$ cat src/rtl/aes_byte_stream_adapter_if.sv
`default_nettype none
// ============================================================================
// Module   : aes_byte_stream_adapter_if
// Brief    : Byte-stream and AES core handshake bundle for the stream adapter.
// Revision : 1.0
// ============================================================================
interface aes_byte_stream_adapter_if;
    logic [7:0]   s_data;
    logic         s_valid;
    logic         s_last;
    logic         s_ready;
    logic [7:0]   m_data;
    logic         m_valid;
    logic         m_last;
    logic         m_ready;
    logic         core_start;
    logic         core_encrypt;
    logic [127:0] core_data_in;
    logic [127:0] core_key_in;
    logic [127:0] core_data_out;
    logic         core_busy;
    logic         core_done;

    modport master (
        input  s_data, s_valid, s_last, m_ready, core_data_out, core_busy, core_done,
        output s_ready, m_data, m_valid, m_last, core_start, core_encrypt,
               core_data_in, core_key_in
    );

    modport slave (
        output s_data, s_valid, s_last, m_ready, core_data_out, core_busy, core_done,
        input  s_ready, m_data, m_valid, m_last, core_start, core_encrypt,
               core_data_in, core_key_in
    );
endinterface
`default_nettype wire

$ cat src/rtl/aes_byte_stream_adapter.sv
`default_nettype none
// ============================================================================
// Module   : aes_byte_stream_adapter
// Brief    : Packs an 8-bit stream into 128-bit AES blocks and re-serialises results.
// Revision : 1.0
// ============================================================================
module aes_byte_stream_adapter #(
    parameter int TIMEOUT = 64,
    parameter int CNT_W   = 16
) (
    input  wire logic                  clk,
    input  wire logic                  rst,
    input  wire logic                  encrypt_mode,
    input  wire logic [127:0]          key,
    aes_byte_stream_adapter_if.master  bus,
    output logic                       err_timeout,
    output logic [CNT_W-1:0]           blk_count
);
    localparam int          c_wcnt_w = $clog2(TIMEOUT + 1);
    localparam logic [1:0]  c_fill   = 2'd0;
    localparam logic [1:0]  c_launch = 2'd1;
    localparam logic [1:0]  c_wait   = 2'd2;
    localparam logic [1:0]  c_drain  = 2'd3;

    logic [1:0]          r_state;
    logic [3:0]          r_idx;
    logic [c_wcnt_w-1:0] r_wcnt;
    logic                r_last;
    logic [127:0]        r_data;
    logic [127:0]        r_key;
    logic                r_enc;
    logic [127:0]        r_out;
    logic                r_start;
    logic                r_m_valid;
    logic                r_err;
    logic [CNT_W-1:0]    r_blk_count;

    logic                w_run;
    logic [6:0]          w_lo;
    logic                w_wcnt_max;
    logic                w_unused;

    assign w_run      = !rst;
    // Byte k of the block lives at bit 8*(15-k); ~idx equals 15-idx for a 4-bit index.
    assign w_lo       = {~r_idx, 3'b000};
    // The LAUNCH cycle counts as the first waited cycle, so the flag rises TIMEOUT cycles after start.
    assign w_wcnt_max = (r_wcnt == c_wcnt_w'(TIMEOUT - 1));
    assign w_unused   = bus.core_busy;

    always_ff @(posedge clk) begin
        if (rst) begin
            r_state     <= c_fill;
            r_idx       <= '0;
            r_wcnt      <= '0;
            r_last      <= 1'b0;
            r_data      <= '0;
            r_key       <= '0;
            r_enc       <= 1'b0;
            r_out       <= '0;
            r_start     <= 1'b0;
            r_m_valid   <= 1'b0;
            r_err       <= 1'b0;
            r_blk_count <= '0;
        end else begin
            r_start <= 1'b0;
            case (r_state)
                c_fill: begin
                    if (bus.s_valid) begin
                        r_data[w_lo +: 8] <= bus.s_data;
                        if (r_idx == 4'd15 || bus.s_last) begin
                            r_state <= c_launch;
                            r_last  <= bus.s_last;
                            r_key   <= key;
                            r_enc   <= encrypt_mode;
                            r_start <= 1'b1;
                            r_idx   <= '0;
                            r_wcnt  <= '0;
                        end else begin
                            r_idx <= r_idx + 4'd1;
                        end
                    end
                end
                c_launch: begin
                    r_state <= c_wait;
                    r_wcnt  <= c_wcnt_w'(1);
                end
                c_wait: begin
                    if (bus.core_done) begin
                        r_out       <= bus.core_data_out;
                        r_blk_count <= r_blk_count + 1'b1;
                        r_m_valid   <= 1'b1;
                        r_state     <= c_drain;
                    end else if (w_wcnt_max) begin
                        r_err   <= 1'b1;
                        r_data  <= '0;
                        r_last  <= 1'b0;
                        r_state <= c_fill;
                    end else begin
                        r_wcnt <= r_wcnt + 1'b1;
                    end
                end
                c_drain: begin
                    if (bus.m_ready) begin
                        r_out <= {r_out[119:0], 8'h00};
                        if (r_idx == 4'd15) begin
                            r_idx     <= '0;
                            r_m_valid <= 1'b0;
                            r_last    <= 1'b0;
                            r_data    <= '0;
                            r_state   <= c_fill;
                        end else begin
                            r_idx <= r_idx + 4'd1;
                        end
                    end
                end
                default: r_state <= c_fill;
            endcase
        end
    end

    // Every output is forced low while reset is held, not just after the reset edge.
    assign bus.s_ready      = w_run && (r_state == c_fill);
    assign bus.m_valid      = w_run && r_m_valid;
    assign bus.m_data       = r_out[127:120] & {8{w_run}};
    assign bus.m_last       = w_run && r_m_valid && (r_idx == 4'd15) && r_last;
    assign bus.core_start   = w_run && r_start;
    assign bus.core_encrypt = w_run && r_enc;
    assign bus.core_data_in = r_data & {128{w_run}};
    assign bus.core_key_in  = r_key & {128{w_run}};
    assign err_timeout      = w_run && r_err;
    assign blk_count        = r_blk_count & {CNT_W{w_run}};
endmodule
`default_nettype wire
$ cat src/flat_wrapper.sv
// flat-port wrapper written by rule: the top's interface ports become plain ports
module aes_byte_stream_adapter_flat 
#(
    parameter int TIMEOUT = 64,
    parameter int CNT_W   = 16
)
  (clk, rst, encrypt_mode, key, err_timeout, blk_count, bus_s_data, bus_s_valid, bus_s_last, bus_m_ready, bus_core_data_out, bus_core_busy, bus_core_done, bus_s_ready, bus_m_data, bus_m_valid, bus_m_last, bus_core_start, bus_core_encrypt, bus_core_data_in, bus_core_key_in);
  aes_byte_stream_adapter_if bus_i ();
  input  wire logic clk;
  input  wire logic rst;
  input  wire logic encrypt_mode;
  input  wire logic [127:0] key;
  output logic err_timeout;
  output logic [CNT_W-1:0] blk_count;
  input wire logic [$bits(bus_i.s_data)-1:0] bus_s_data;
  input wire logic [$bits(bus_i.s_valid)-1:0] bus_s_valid;
  input wire logic [$bits(bus_i.s_last)-1:0] bus_s_last;
  input wire logic [$bits(bus_i.m_ready)-1:0] bus_m_ready;
  input wire logic [$bits(bus_i.core_data_out)-1:0] bus_core_data_out;
  input wire logic [$bits(bus_i.core_busy)-1:0] bus_core_busy;
  input wire logic [$bits(bus_i.core_done)-1:0] bus_core_done;
  output wire logic [$bits(bus_i.s_ready)-1:0] bus_s_ready;
  output wire logic [$bits(bus_i.m_data)-1:0] bus_m_data;
  output wire logic [$bits(bus_i.m_valid)-1:0] bus_m_valid;
  output wire logic [$bits(bus_i.m_last)-1:0] bus_m_last;
  output wire logic [$bits(bus_i.core_start)-1:0] bus_core_start;
  output wire logic [$bits(bus_i.core_encrypt)-1:0] bus_core_encrypt;
  output wire logic [$bits(bus_i.core_data_in)-1:0] bus_core_data_in;
  output wire logic [$bits(bus_i.core_key_in)-1:0] bus_core_key_in;
  assign bus_i.s_data = bus_s_data;
  assign bus_i.s_valid = bus_s_valid;
  assign bus_i.s_last = bus_s_last;
  assign bus_i.m_ready = bus_m_ready;
  assign bus_i.core_data_out = bus_core_data_out;
  assign bus_i.core_busy = bus_core_busy;
  assign bus_i.core_done = bus_core_done;
  assign bus_s_ready = bus_i.s_ready;
  assign bus_m_data = bus_i.m_data;
  assign bus_m_valid = bus_i.m_valid;
  assign bus_m_last = bus_i.m_last;
  assign bus_core_start = bus_i.core_start;
  assign bus_core_encrypt = bus_i.core_encrypt;
  assign bus_core_data_in = bus_i.core_data_in;
  assign bus_core_key_in = bus_i.core_key_in;
  aes_byte_stream_adapter #(.TIMEOUT(TIMEOUT), .CNT_W(CNT_W)) u_core (.clk(clk), .rst(rst), .encrypt_mode(encrypt_mode), .key(key), .bus(bus_i), .err_timeout(err_timeout), .blk_count(blk_count));
endmodule
$ cat config.mk
export PLATFORM = sky130hd
export DESIGN_NAME = aes_byte_stream_adapter_flat
export DESIGN_NICKNAME = d
export VERILOG_FILES = /design/src/rtl/aes_byte_stream_adapter_if.sv /design/src/rtl/aes_byte_stream_adapter.sv /design/src/flat_wrapper.sv
export SDC_FILE = /design/constraint.sdc
export NUM_CORES = 1
export LEC_CHECK = 0
export BUFFER_PORTS_ARGS = -buffer_cell sky130_fd_sc_hd__clkbuf_2
export CORE_AREA = 8 8 213 215
export DETAILED_ROUTE_END_ITERATION = 8
export DIE_AREA = 0 0 221 223
export PLACE_DENSITY = 0.67
export SLEW_MARGIN = 0
export SYNTH_ARGS = -nofsm -noshare
export SYNTH_HDL_FRONTEND = slang
export SYNTH_SLANG_ARGS = --single-unit
$ cat constraint.sdc
create_clock -name clk -period 2.9 [get_ports clk]
set_input_delay 0.145 -clock clk [delete_from_list [all_inputs] [get_ports clk]]
set_output_delay 0.145 -clock clk [all_outputs]
set_load 0.02 [all_outputs]
After elaboration in Yosys (flattened, before gate mapping)
Cells that the tools add are included.
{ "op_classes": {"addsub": 4, "eq_ne": 14, "n_shift": 2, "muxes": 37, "bitwise_logic": 8, "reduce_logical": 25} }
{ "ops": {"columns": ["operator", "n"], "rows": [
  ["$mux W128", 7],
  ["$pmux W128 S3", 1],
  ["$and A128 B128 Y128", 2],
  ["$pmux W128 S2", 1],
  ["$bwmux W128", 1],
  ["$shift A8 B9 Y128 const A", 1],
  ["$shiftx A8 B9 Y128", 1],
  ["$mux W7", 4],
  ["$pmux W7 S3", 1],
  ["$add A16 B1 Y16 const B", 1],
  ["$and A16 B16 Y16", 1],
  ["$mux W4", 4],
  ["$mux W2", 6],
  ["$reduce_and A3 Y1", 4],
  ["$ne A2 B2 Y1 const B", 5],
  ["$reduce_and A5 Y1", 2],
  ["$neg A7 Y9", 1],
  ["$and A8 B8 Y8", 1],
  ["$mux W1", 8],
  ["$pmux W2 S4", 1],
  ["$pmux W4 S2", 1],
  ["$add A7 B1 Y7 const B", 1],
  ["$eq A7 B6 Y1 const B", 1],
  ["$logic_and A1 B1 Y1", 7],
  ["other kinds (20)", 27]
]} }
{ "totals": {"reg_bits": 418, "input_bits": 272, "out_inout_bits": 286, "word_cells": 102} }

Depth between registers and ports, before layout
Gate-level depths: netlist of run 1.
{ "logic_depth": {"depth_word": 6, "depth_mapped": 9} }

Least setup slack after synthesis of run 1
OpenSTA, ideal clock, no wires.
{ "synth_path": {"path_kind": "reg-to-reg", "start": "register u_core.r_state[0]", "end": "register u_core.r_wcnt[2]", "setup_time_ps": 59, "arrival_time_ps": 2143, "required_ps": 2841, "slack_ps": 698, "stages_incl_launch_ff": 9, "synth_period_minus_slack_ps": 2202, "cell_sequence": "dfxtp_1 -> inv_1 -> ha_1 -> nor2b_1 -> buf_4 -> a311o_1 -> or4b_4 -> nor3b_2 -> a31o_1"} }
{ "synth_via": {"elab_chain_cells": 3} }
{ "synth_lines": {"columns": ["item", "line_no", "source"], "rows": [
  ["start: declaration", "aes_byte_stream_adapter.sv:25", "logic [1:0] r_state;"],
  ["start signal: assignment", "aes_byte_stream_adapter.sv:52", "r_state <= c_fill;"],
  ["start signal: assignment", "aes_byte_stream_adapter.sv:71", "r_state <= c_launch;"],
  ["start signal: assignment", "aes_byte_stream_adapter.sv:84", "r_state <= c_wait;"],
  ["$eq A2 B2 Y1 (tied with other cells)", "aes_byte_stream_adapter.sv:66", "case (r_state)"],
  ["$ne A2 B2 Y1 (no source line) (tied with other cells)", null, null],
  ["$reduce_and A5 Y1 (no source line)", null, null],
  ["end signal: assignment", "aes_byte_stream_adapter.sv:85", "r_wcnt <= c_wcnt_w'(1);"],
  ["end signal: assignment", "aes_byte_stream_adapter.sv:99", "r_wcnt <= r_wcnt + 1'b1;"],
  ["end: declaration", "aes_byte_stream_adapter.sv:27", "logic [c_wcnt_w-1:0] r_wcnt;"]
]} }
Several ways; a longest one is shown, not always the timed one.
A chain may end at the register's enable or synchronous reset.

Worst setup path after layout of run 1
{ "layout_path": {"start": "register u_core.r_state[0]", "end": "register u_core.r_data[42]"} }
{ "layout_via": {"elab_chain_cells": 3} }
{ "layout_lines": {"columns": ["item", "line_no", "source"], "rows": [
  ["$eq A2 B2 Y1 or $logic_not A2 Y1 (tied branches)", "aes_byte_stream_adapter.sv:66", null],
  ["$ne A2 B1 Y1 (no source line) (tied with other cells)", null, null],
  ["$reduce_and A6 Y1 (no source line)", null, null],
  ["end signal: indexed assignment", "aes_byte_stream_adapter.sv:69", "r_data[w_lo +: 8] <= bus.s_data;"],
  ["end: declaration", "aes_byte_stream_adapter.sv:29", "logic [127:0] r_data;"]
]} }
Several ways; a longest one is shown, not always the timed one.

==> metrics, run 1 <==
status=finished clean; clk buf depth=3; crit path kind=flop to flop; # resized after CTS=0; CTS root buf=clkbuf_16; Slew headroom=0.367; met2 wire len=about 30000 µm; DPL Wire Length=between 40000 and 50000 µm; CP cell instances=inv_1, ha_1, and2_0, nor4_1, nand2_1, nor2_1, o2bb2ai_1; Final GP Congestion=around 0.88; Worst Max-Slew Pin Slew=~0.95 ns; Post-synth EDFFs=0; initial antenna violation count=8; Post-Route Skew=approximately 0.016 ns; Crit Path Max Fanout=14; Max VDD drop=between 500 and 600 µV; Die Y=approximately 220 µm; H-tree level count=2; Slew Limit Fails=0; CTS sink cnt=roughly 420; Area Overhead vs Synth=42.0%; Port Buffers=roughly 560; Clock Pin Slew Worst Setup and Hold Paths=0.06 ns; Hold Path Class=input pin to flop; fill count=approximately 3500; Seq/Total Area, Yosys=0.474; largest net degree at the start of global routing=between 100 and 150; max_cap viols=0; Leak Pwr=between 10 and 15 nW; DRT Pass-1 Iters=5; Overflow after GRT=0; Power Density=between 600 and 700 nW/µm²; Num CTS Buffers=45; syn nets=roughly 2200; RSZ-0062 raised after global routing=no; FF+latch count, synth=~420; final-report hold violation count=0; synth warn=0; TritonCTS clock tree=built; Post-Route WL=roughly 63000 µm; required time worst endpoint=3.38 ns; Final setup violation count=0; share of layout cells above drive strength 1=0.258; core area=roughly 42000 µm²; Die Width=about 220 µm; die area=approximately 49000 µm²; predominant post-synthesis flop cell=dfxtp_1; Period minus WS final=around 2.6 ns; data arrival time of the worst path=3.13 ns; DR vias/cell=5.31; CP max stage delay=about 0.6 ns; Worst setup SP type=flop; synth unique cells=66; vias in the first global route=about 18000; Syn Inst Count=1913; Final ANT Viol Nets=0; residual DRC count=0; asr flop ratio synth=0; final setup TNS=0 ns; Clk Latency, worst-skew pair=about 0.57 ns; wire length per cell=between 15 and 20 µm; mean post-synth cell area=between 9 and 10 µm²; DR iter-0 viols=approximately 1200; FP Rows=76; global-route wire length before repair=between 90000 and 100000 µm; I/O Pins=558; Mapped Area=approximately 18000 µm²; total power=about 17 mW; Top Metal Used=met5; Fmax=around 380 MHz; Met1 Wirelength=~25000 µm; period utilization=0.912; slowest stage cell, crit path=nor4_1; met3 routed WL=3840 µm; Initial Util=0.417; Total GRT Usage=0.241; Critical Path Sink Type=flop; Vias=between 15000 and 20000; nets@finish=approximately 2900
report_power, final:
group | total (mW) | leakage (nW) | internal, mW | switching (mW)
Sequential | 6.89 | 3.40 | 6.54 | 0.346
Clock | 5.89 | 0.749 | 3.55 | 2.34
Combinational | 3.99 | 6.23 | 1.64 | 2.35
routing by layer:
metal,vias to the layer above,track usage
li1,8271,-
met1,8070,0.269
met2,689,0.410
met3,194,0.0601
met4,4,0.148
met5,-,0
cell usage after synthesis (2+ instances only):
cell type / n / share of area
a211oi_1: 124 / 0.053
a21o_1: 5 / 0.0021
a21oi_1: 21 / 0.0060
a21oi_2: 8 / 0.0040
a22o_1: 8 / 0.0040
a22oi_1: 3 / 0.0013
a31oi_1: 7 / 0.0025
and2_1: 2 / 0.00071
and3_1: 6 / 0.0021
buf_1: 12 / 0.0026
buf_2: 45 / 0.013
buf_4: 4 / 0.0017
clkbuf_1: 98 / 0.021
dfxtp_1: 418 / 0.47
ha_1: 9 / 0.0064
inv_1: 120 / 0.026
mux2i_1: 122 / 0.069
nand2_1: 89 / 0.019
nand2b_1: 8 / 0.0028
nand3_1: 27 / 0.0077
nand3b_1: 4 / 0.0017
nand4_1: 7 / 0.0025
nor2_1: 244 / 0.052
nor2b_1: 183 / 0.065
nor3_1: 10 / 0.0028
nor3_2: 2 / 0.0011
nor3b_1: 3 / 0.0013
nor4_1: 5 / 0.0018
o211ai_1: 2 / 0.00085
o21a_1: 2 / 0.00085
o21ai_0: 22 / 0.0062
o21bai_1: 3 / 0.0013
o22a_1: 129 / 0.064
o2bb2ai_1: 25 / 0.012
o31ai_1: 8 / 0.0034
o32ai_1: 82 / 0.041
or3_1: 5 / 0.0018
xnor2_1: 7 / 0.0035
xor2_1: 7 / 0.0035
worst max-delay path: cells and delay by family (launching register included):
| kind | cells | cell delay (ns) |
|---|---|---|
| adder cells (fa/ha/maj) | 1 | 0.39 |
| AND/OR/NAND/NOR | 4 | 1.47 |
| buffers and inverters | 1 | 0.11 |
| AO/OA/AOI/OAI | 1 | 0.16 |
| flip-flops | 1 | 0.44 |
cells in the final DEF, fill, tap and decap left out, types with 89 or more instances in the layout:
cell | Yosys | layout
clkbuf_2 | 1 | 555
inv_1 | 120 | 120
nand2_1 | 89 | 89
o22a_1 | 129 | 129
mux2i_1 | 122 | 122
nor2_1 | 244 | 243
dfxtp_1 | 418 | 418
a211oi_1 | 124 | 124
dlygate4sd3_1 | 0 | 260
nor2b_1 | 183 | 183
logic make-up (layout without fill, tap and decap cells):
group           after synthesis  count (layout)  synth area share
other cells                   0               8                 0
fa+ha+maj                     9               9           0.00638
simple gates                607             607             0.169
mux                         122             122            0.0692
buf+inv                     280            1058            0.0637
compound gates              463             463             0.211
flops                       418             418             0.474
xor+xnor                     14              14           0.00695
final timing paths:
check	startpoint	to	slack, ns	cells after the start
max	u_core.r_state[0]$_SDFFE_PP0P_	u_core.r_data[42]$_SDFFE_PP0P_	0.25	7
min	bus_s_data[7]	u_core.r_data[127]$_SDFFE_PP0P_	0.05	2
max reg2reg	u_core.r_state[0]$_SDFFE_PP0P_	u_core.r_data[42]$_SDFFE_PP0P_	0.25	7
min reg2reg	u_core.r_data[64]$_SDFFE_PP0P_	u_core.r_data[64]$_SDFFE_PP0P_	0.46	2
metrics by stage:
| step | util | instances | hold slack [ns] | setup slack, ns | cell area, µm² |
|---|---|---|---|---|---|
| after floorplan | - | 1913 | 0.262 | 0.698 | 17700 |
| after global placement | 0.495 | 2897 | 0.356 | 0.395 | 20900 |
| after detailed placement | 0.495 | 2897 | 0.365 | 0.321 | 20900 |
| after CTS | 0.592 | 3237 | 0.000513 | 0.309 | 25100 |
| after global routing | 0.592 | 3243 | 0.0267 | 0.00138 | 25100 |
| final | 0.592 | 3245 | 0.0467 | 0.255 | 25100 |
area by class of cell:
class	count	area [µm²]	area share
diodes	8	20.0	0.000798
clock buffers	66	1340	0.0533
clock inverters	14	184	0.00734
inverters	120	450	0.0180
multi-input cells	1215	8190	0.327
flip-flops and latches	418	8370	0.334
well taps	546	683	0.0272
repair buffers	858	5840	0.233
registers in the layout, summed over array words and instances (netlist names), 2 cells and up:
signal	flops
u_core.r_idx	4
u_core.r_wcnt	7
u_core.r_data	128
u_core.r_out	128
u_core.r_key	128
u_core.r_state	2
u_core.r_blk_count	16
what timing repair did:
item,4_1_cts,5_1_grt
hold endpoints to repair,264,0
hold buffers,260,0
setup buffers,0,0
Note: power is estimated with default switching activity, not from simulation.
==> run 2, diff against run 1 <==
- ABC_AREA: unset -> 1
- CORE_AREA: 8 8 213 215 -> 8 8 209 211
- DIE_AREA: 0 0 221 223 -> 0 0 217 219
- PLACE_DENSITY: 0.67 -> 0.71
==> run 2 against run 1 <==
  * Clock skew down 0.0024 ns
  * Critical path depth is 3 higher
  * Final area grew 2.5%
  * Via count increased by 21%
  * Non-clock buffer count is 6 lower
  * Largest cell class unchanged
==> metrics, run 2 <==
Hold Path Class=input pin to flop; Slew Limit Fails=0 (unchanged); R2R depth=10 (+3); CTS root buf=clkbuf_16; Area Overhead vs Synth=40.1%; global-route wire length before repair=108000 µm (+11%); initial antenna violation count=13 (+5); Worst setup SP type=flop; Worst setup endpoint=u_core.r_data[51]$_SDFFE_PP0P_; period utilization=0.897 (-0.0150); Max VDD drop=524 µV (-2.0%); post-synth top area cell=dfxtp_1; synth cell count leaders=nand2_1 (685), inv_1 (476), dfxtp_1 (418); Num CTS Buffers=45 (unchanged); RSZ-0062 raised after global routing=no; asr flop ratio synth=0 (unchanged); Layout Utilization=0.636 (+0.0438); FF+latch count, synth=418 (unchanged); Top Metal Used=met5; Post-synth EDFFs=0 (unchanged); DR vias/cell=5.17 (-2.6%); Yosys top cell area share=0.456 (-0.0176); Critical Path Start=u_core.r_state[0]$_SDFFE_PP0P_; Seq/Total Area, Yosys=0.456 (-0.0176); Critical Path Sink Type=flop; most common cell in the synthesized netlist=nand2_1; Overflow after GRT=0 (unchanged); max_cap viols=0 (unchanged); Initial Util=0.454 (+0.0369); FF-to-FF setup slack=0.30 ns (+0.04 ns); Worst Max-Slew Pin Slew=0.690 ns (-0.260 ns); largest net degree at the start of global routing=142 (+7.6%); DR iter-0 viols=1996 (+73%); Die Y=219 µm (-1.8%); DRT Pass-1 Iters=7 (+2); vias in the first global route=20400 (+16%); Reg-to-Reg End=u_core.r_data[51]$_SDFFE_PP0P_; register area=8370 µm² (unchanged); Port Buffers=556 (unchanged); synth unique cells=31 (-53%); die area=47500 µm² (-3.6%); H-tree level count=2 (unchanged); top post-synthesis cells by area=dfxtp_1 (46%), nand2_1 (14%), inv_1 (9.7%); biggest regs=u_core.r_data x128, u_core.r_key x128, u_core.r_out x128; Final setup violation count=0 (unchanged); area of the multi-input gates=7500 µm² (-8.4%); mean post-synth cell area=6.75 µm² (-27%); Period minus WS final=2.60 ns (-0.0436 ns); fill count=3399 (-2.2%); Leak Pwr=12.9 nW (+25%); total power=15.8 mW (-5.7%); Met1 Wirelength=26300 µm (+4.8%); TritonCTS clock tree=built; I/O Pins=558 (unchanged); FP Rows=74 (-2.6%); Power Density=615 nW/µm² (-8.0%); Total GRT Usage=0.280 (+0.0392); Post-CTS Setup Inserts=0 (unchanged); data arrival time of the worst path=3.06 ns (-0.07 ns); Die Width=217 µm (-1.8%); FF-to-FF Start=u_core.r_state[0]$_SDFFE_PP0P_; Mapped Area=18300 µm² (+3.8%); core area=40400 µm² (-4.6%); commonest non-fill, non-tap cell in the layout=nand2_1; syn nets=2996 (+37%); residual DRC count=0 (unchanged); final-report hold violation count=0 (unchanged); Vias=20900 (+21%); final setup TNS=0 ns (unchanged); Crit Path Max Fanout=38 (+24); predominant post-synthesis flop cell=dfxtp_1; Clk Latency, worst-skew pair=0.57 ns (about the same); Final GP Congestion=0.900 (+2.0%); wire length per cell=17.5 µm (-9.8%); clk buf depth=3 (unchanged); Post-Route Skew=0.0141 ns (-0.00236 ns); synth warn=0 (unchanged); share of layout cells above drive strength 1=0.201 (-0.0569); DPL Wire Length=44400 µm (+7.0%); met3 routed WL=6530 µm (+70%); placed cells=3681 (+27%); Final ANT Viol Nets=0 (unchanged); Post-Route WL=70700 µm (+12%); status=finished clean; Fmax=384 MHz (+1.7%); Clock Pin Slew Worst Setup and Hold Paths=0.06 ns (about the same); Slew headroom=0.539 (+0.171); CTS sink cnt=418 (unchanged); commonest non-fill, non-tap cells in the layout=nand2_1 (685), clkbuf_2 (555), inv_1 (475); Syn Inst Count=2715 (+42%); met2 wire len=33500 µm (+11%); nets@finish=3741 (+27%); crit path kind=flop to flop; required time worst endpoint=3.36 ns (-0.02 ns); Finished Layout Cells=4042 (+25%)
## run 2: cell types whose count changed after synthesis, moves of 25 or more
cell	delta
a211oi_1	-124
a31oi_1	+113
inv_1	+356
mux2i_1	-122
nand2_1	+596
nand3_1	+51
nor2_1	+146
nor2b_1	-183
o21ai_0	+125
o22a_1	-129
o22ai_1	+129
o2bb2ai_1	-25
o32ai_1	-82
## run 2: how the worst min path moves through the flow
stage	from	to	slack (ns)	cells past startpoint
2_1_floorplan	encrypt_mode	u_core.r_enc$_SDFFE_PP0P_	0.28	2
3_3_place_gp	key[100]	u_core.r_key[100]$_SDFFE_PP0P_	0.36	3
3_5_place_dp	key[41]	u_core.r_key[41]$_SDFFE_PP0P_	0.37	3
4_1_cts	bus_s_data[6]	u_core.r_data[118]$_SDFFE_PP0P_	0.005	5
5_1_grt	bus_s_data[6]	u_core.r_data[118]$_SDFFE_PP0P_	0.04	5
6_report	bus_s_data[6]	u_core.r_data[118]$_SDFFE_PP0P_	0.04	5
## run 2: worst max-delay path: stages (launching register included)
cell     delay [ns]
dfxtp_1        0.42
inv_1          0.11
ha_1           0.33
nand2_1        0.15
inv_2          0.08
nor2_2         0.13
nand2_1        0.13
nor2_8         0.55
nand2_1        0.34
nand3_1        0.18
nand2_1        0.07
## run 2: logic make-up after synthesis
family	count (synthesis)	share of synthesized area
AOI/OAI and AO/OA	426	0.134
adders and majority gates	9	0.00614
buffers and inverters	637	0.136
DFF	418	0.456
and+or+nand+nor	1225	0.267
## run 2: per-stage QoR
| step | instance area, µm² | worst slack (ns) | hold slack (ns) |
|---|---|---|---|
| global route | 25700 | 0.0291 | 0.0446 |
| floorplan | 18300 | 0.898 | 0.279 |
| global placement | 21500 | 0.375 | 0.363 |
| detailed placement | 21500 | 0.297 | 0.370 |
| CTS | 25600 | 0.289 | 0.00452 |
| finish | 25700 | 0.299 | 0.0404 |
## run 2: timing repair
action                                 4_1_cts  5_1_grt
hold buffers                               264        0
gates resized for setup                      0        1
setup endpoints to repair                    0        8
endpoints found under the hold margin      269        0
## run 2: where the power goes
group          switching [mW]  total (mW)  internal [mW]
Combinational            2.21        3.39           1.18
Clock                    2.38        5.82           3.44
Sequential              0.262        6.60           6.33
Total                    4.85        15.8           10.9
## run 2: layer usage
layer	vias up	GRT usage
li1	9974	-
met1	9432	0.312
met2	1173	0.469
met3	311	0.0826
met4	4	0.170
met5	-	0
## run 2: layout make-up
class	instances	share of cell area
sequential	418	0.326
multi-input combinational	1660	0.292
timing repair buffer	852	0.226
inverter	483	0.0708
clock buffer	65	0.0515
tap	532	0.0259
clock inverter	16	0.00653
antenna	16	0.00156
==> run 3, diff against run 2 <==
- REMOVE_ABC_BUFFERS: unset -> 1
==> run 3 against run 2 <==
  * Final cell count stayed put
  * Maximum frequency is 3.0% higher
  * Routed wire length is 1.7% lower
  * Die area stayed put
  * Clock skew is 0.0022 ns higher
  * Total power is 0.23% higher
  * Critical path type unchanged
  * Largest cell class unchanged
  * Final area is 0.14% higher
  * Sequential power hardly changed
  * Clock power is 2% higher
==> metrics, run 3 (synthesized netlist as in run 2, its figures left out) <==
final-report hold violation count=0 (unchanged); Crit Path Max Fanout=11 (-71%); Final ANT Viol Nets=0 (unchanged); switching pwr=4.80 mW (-1.2%); nets@finish=3743 (+0.053%); clk buf depth=3 (unchanged); DRT Pass-1 Iters=5 (-2); required time worst endpoint=3.35 ns (about the same); Critical Path Sink Type=flop; Post-Route WL=69500 µm (-1.7%); fill count=3407 (+0.24%); FF-to-FF setup slack=0.37 ns (+0.08 ns); Die Y=219 µm (unchanged); Leak Pwr=13.0 nW (+0.16%); worst setup margin=0.374 ns (+0.0751 ns); Slew Limit Fails=0 (unchanged); Total GRT Usage=0.278 (-0.00162); Period minus WS final=2.53 ns (-0.0751 ns); initial antenna violation count=17 (+4); Port Buffers=556 (unchanged); Worst Max-Slew Pin Slew=0.913 ns (+0.223 ns); Vias=20700 (-0.98%); wire length per cell=17.2 µm (-1.7%); DR vias/cell=5.12 (-0.98%); die area=47500 µm² (unchanged); combinational fraction of design power=0.211 (-0.003); share of layout cells above drive strength 1=0.201 (+0.000572); Area Overhead vs Synth=40.3%; Layout Utilization=0.637 (+0.000899); core area=40400 µm² (unchanged); placed cells=3683 (+0.054%); commonest non-fill, non-tap cell in the layout=nand2_1; Fmax=396 MHz (+3.0%); Switching Fraction=0.303 (-0.00430); data arrival time of the worst path=2.98 ns (-0.08 ns); Seq pwr share=0.416 (about the same); TritonCTS clock tree=built; Final setup violation count=0 (unchanged); Hold Path Class=input pin to flop; Num CTS Buffers=46 (+2.2%); DP Worst Slack=0.418 ns (+0.121 ns); period utilization=0.871 (-0.0259); Slew headroom=0.392 (-0.147); Overflow after GRT=0 (unchanged); Post-Route Skew=0.0163 ns (+0.00225 ns); DPL Wire Length=45300 µm (+2.1%); Max VDD drop=436 µV (-17%); Worst setup SP type=flop; Clk Latency, worst-skew pair=0.56 ns (about the same); commonest non-fill, non-tap cells in the layout=nand2_1 (685), clkbuf_2 (555), inv_1 (475); CTS sink cnt=418 (unchanged); Initial Util=0.454 (unchanged); global-route wire length before repair=108000 µm (+0.15%); DR iter-0 viols=2068 (+3.6%); FP Rows=74 (unchanged); H-tree level count=2 (unchanged); I/O Pins=558 (unchanged); vias in the first global route=20400 (-0.19%); Power Density=616 nW/µm² (about the same); largest net degree at the start of global routing=123 (-13%); Finished Layout Cells=4042 (unchanged); CTS root buf=clkbuf_16; Clock Power Share=0.374 (+0.006); biggest regs=u_core.r_data x128, u_core.r_key x128, u_core.r_out x128; max_cap viols=0 (unchanged); Die Width=217 µm (unchanged); final setup TNS=0 ns (unchanged); hold slack final=0.0456 ns (+0.00521 ns); RSZ-0062 raised after global routing=no; Final GP Congestion=0.888 (-1.3%); crit path kind=flop to flop; Clock Pin Slew Worst Setup and Hold Paths=0.06 ns (about the same); residual DRC count=0 (unchanged); Int Pwr=11.0 mW (+0.86%); status=finished clean
[run 3: cell count changes in the layout (fill, tap and decap cells not counted), sizes merged]
cell,before,now
buf,33,35
clkinv,13,9
clkbuf,620,624
bufinv,3,2
dlygate4sd3,264,263
[run 3: repair_timing]
item                      CTS  global route
hold endpoints to repair  268             0
hold buffers              263             0
buffers inserted            0             0
resized for setup           0             0
[run 3: cell type report]
class                   count  area (µm²)  area share
multi-input cells        1660        7500       0.292
repair buffers            853        5790       0.225
diodes                     16        40.0     0.00156
clock inverters            11         114     0.00443
clock buffers              69        1420      0.0553
inverters                 483        1820      0.0708
well taps                 532         666      0.0259
flip-flops and latches    418        8370       0.325
[run 3: per-layer routing]
| metal | share of wire | up-vias | routed length [µm] | track usage |
|---|---|---|---|---|
| met5 | 0.00033 | - | 23 | 0 |
| met4 | 0.047 | 4 | 3240 | 0.140 |
| met3 | 0.088 | 237 | 6130 | 0.0675 |
| met2 | 0.48 | 1026 | 33400 | 0.477 |
| met1 | 0.38 | 9442 | 26700 | 0.321 |
| li1 | - | 9980 | - | - |
[run 3: power groups by stage]
stage                     clock [mW]  combinational (mW)  sequential [mW]
final                           5.92                3.34             6.59
after global routing            6.26                3.64             6.63
after CTS                       6.00                3.23             6.56
after detailed placement           0                2.90             6.68
after global placement             0                2.83             6.65
after floorplan                    0                1.84             6.62
[run 3: worst paths after layout]
check	startpoint	to	cells past startpoint
setup reg to reg	u_core.r_state[0]$_SDFFE_PP0P_	u_core.r_wcnt[0]$_SDFFE_PP0P_	11
hold reg to reg	u_core.r_out[14]$_SDFFE_PP0P_	u_core.r_out[22]$_SDFFE_PP0P_	2
setup / recovery	u_core.r_state[0]$_SDFFE_PP0P_	u_core.r_wcnt[0]$_SDFFE_PP0P_	11
hold / removal	bus_s_data[4]	u_core.r_data[84]$_SDFFE_PP0P_	5
[run 3: through the flow]
stage | power, mW | cell area [µm²]
2_1_floorplan | 8.46 | 17600
3_3_place_gp | 9.48 | 21500
3_5_place_dp | 9.59 | 21500
4_1_cts | 15.8 | 25700
5_1_grt | 16.5 | 25700
6_report | 15.8 | 25700
[run 3: critical path: stages (launching register included)]
cell	delay (ns)
dfxtp_1	0.43
inv_1	0.11
ha_1	0.34
nand2_1	0.16
buf_4	0.19
nand2_1	0.06
nor2_1	0.10
nand2_1	0.06
nor2_1	0.50
inv_1	0.23
a21oi_1	0.18
nor2_1	0.06
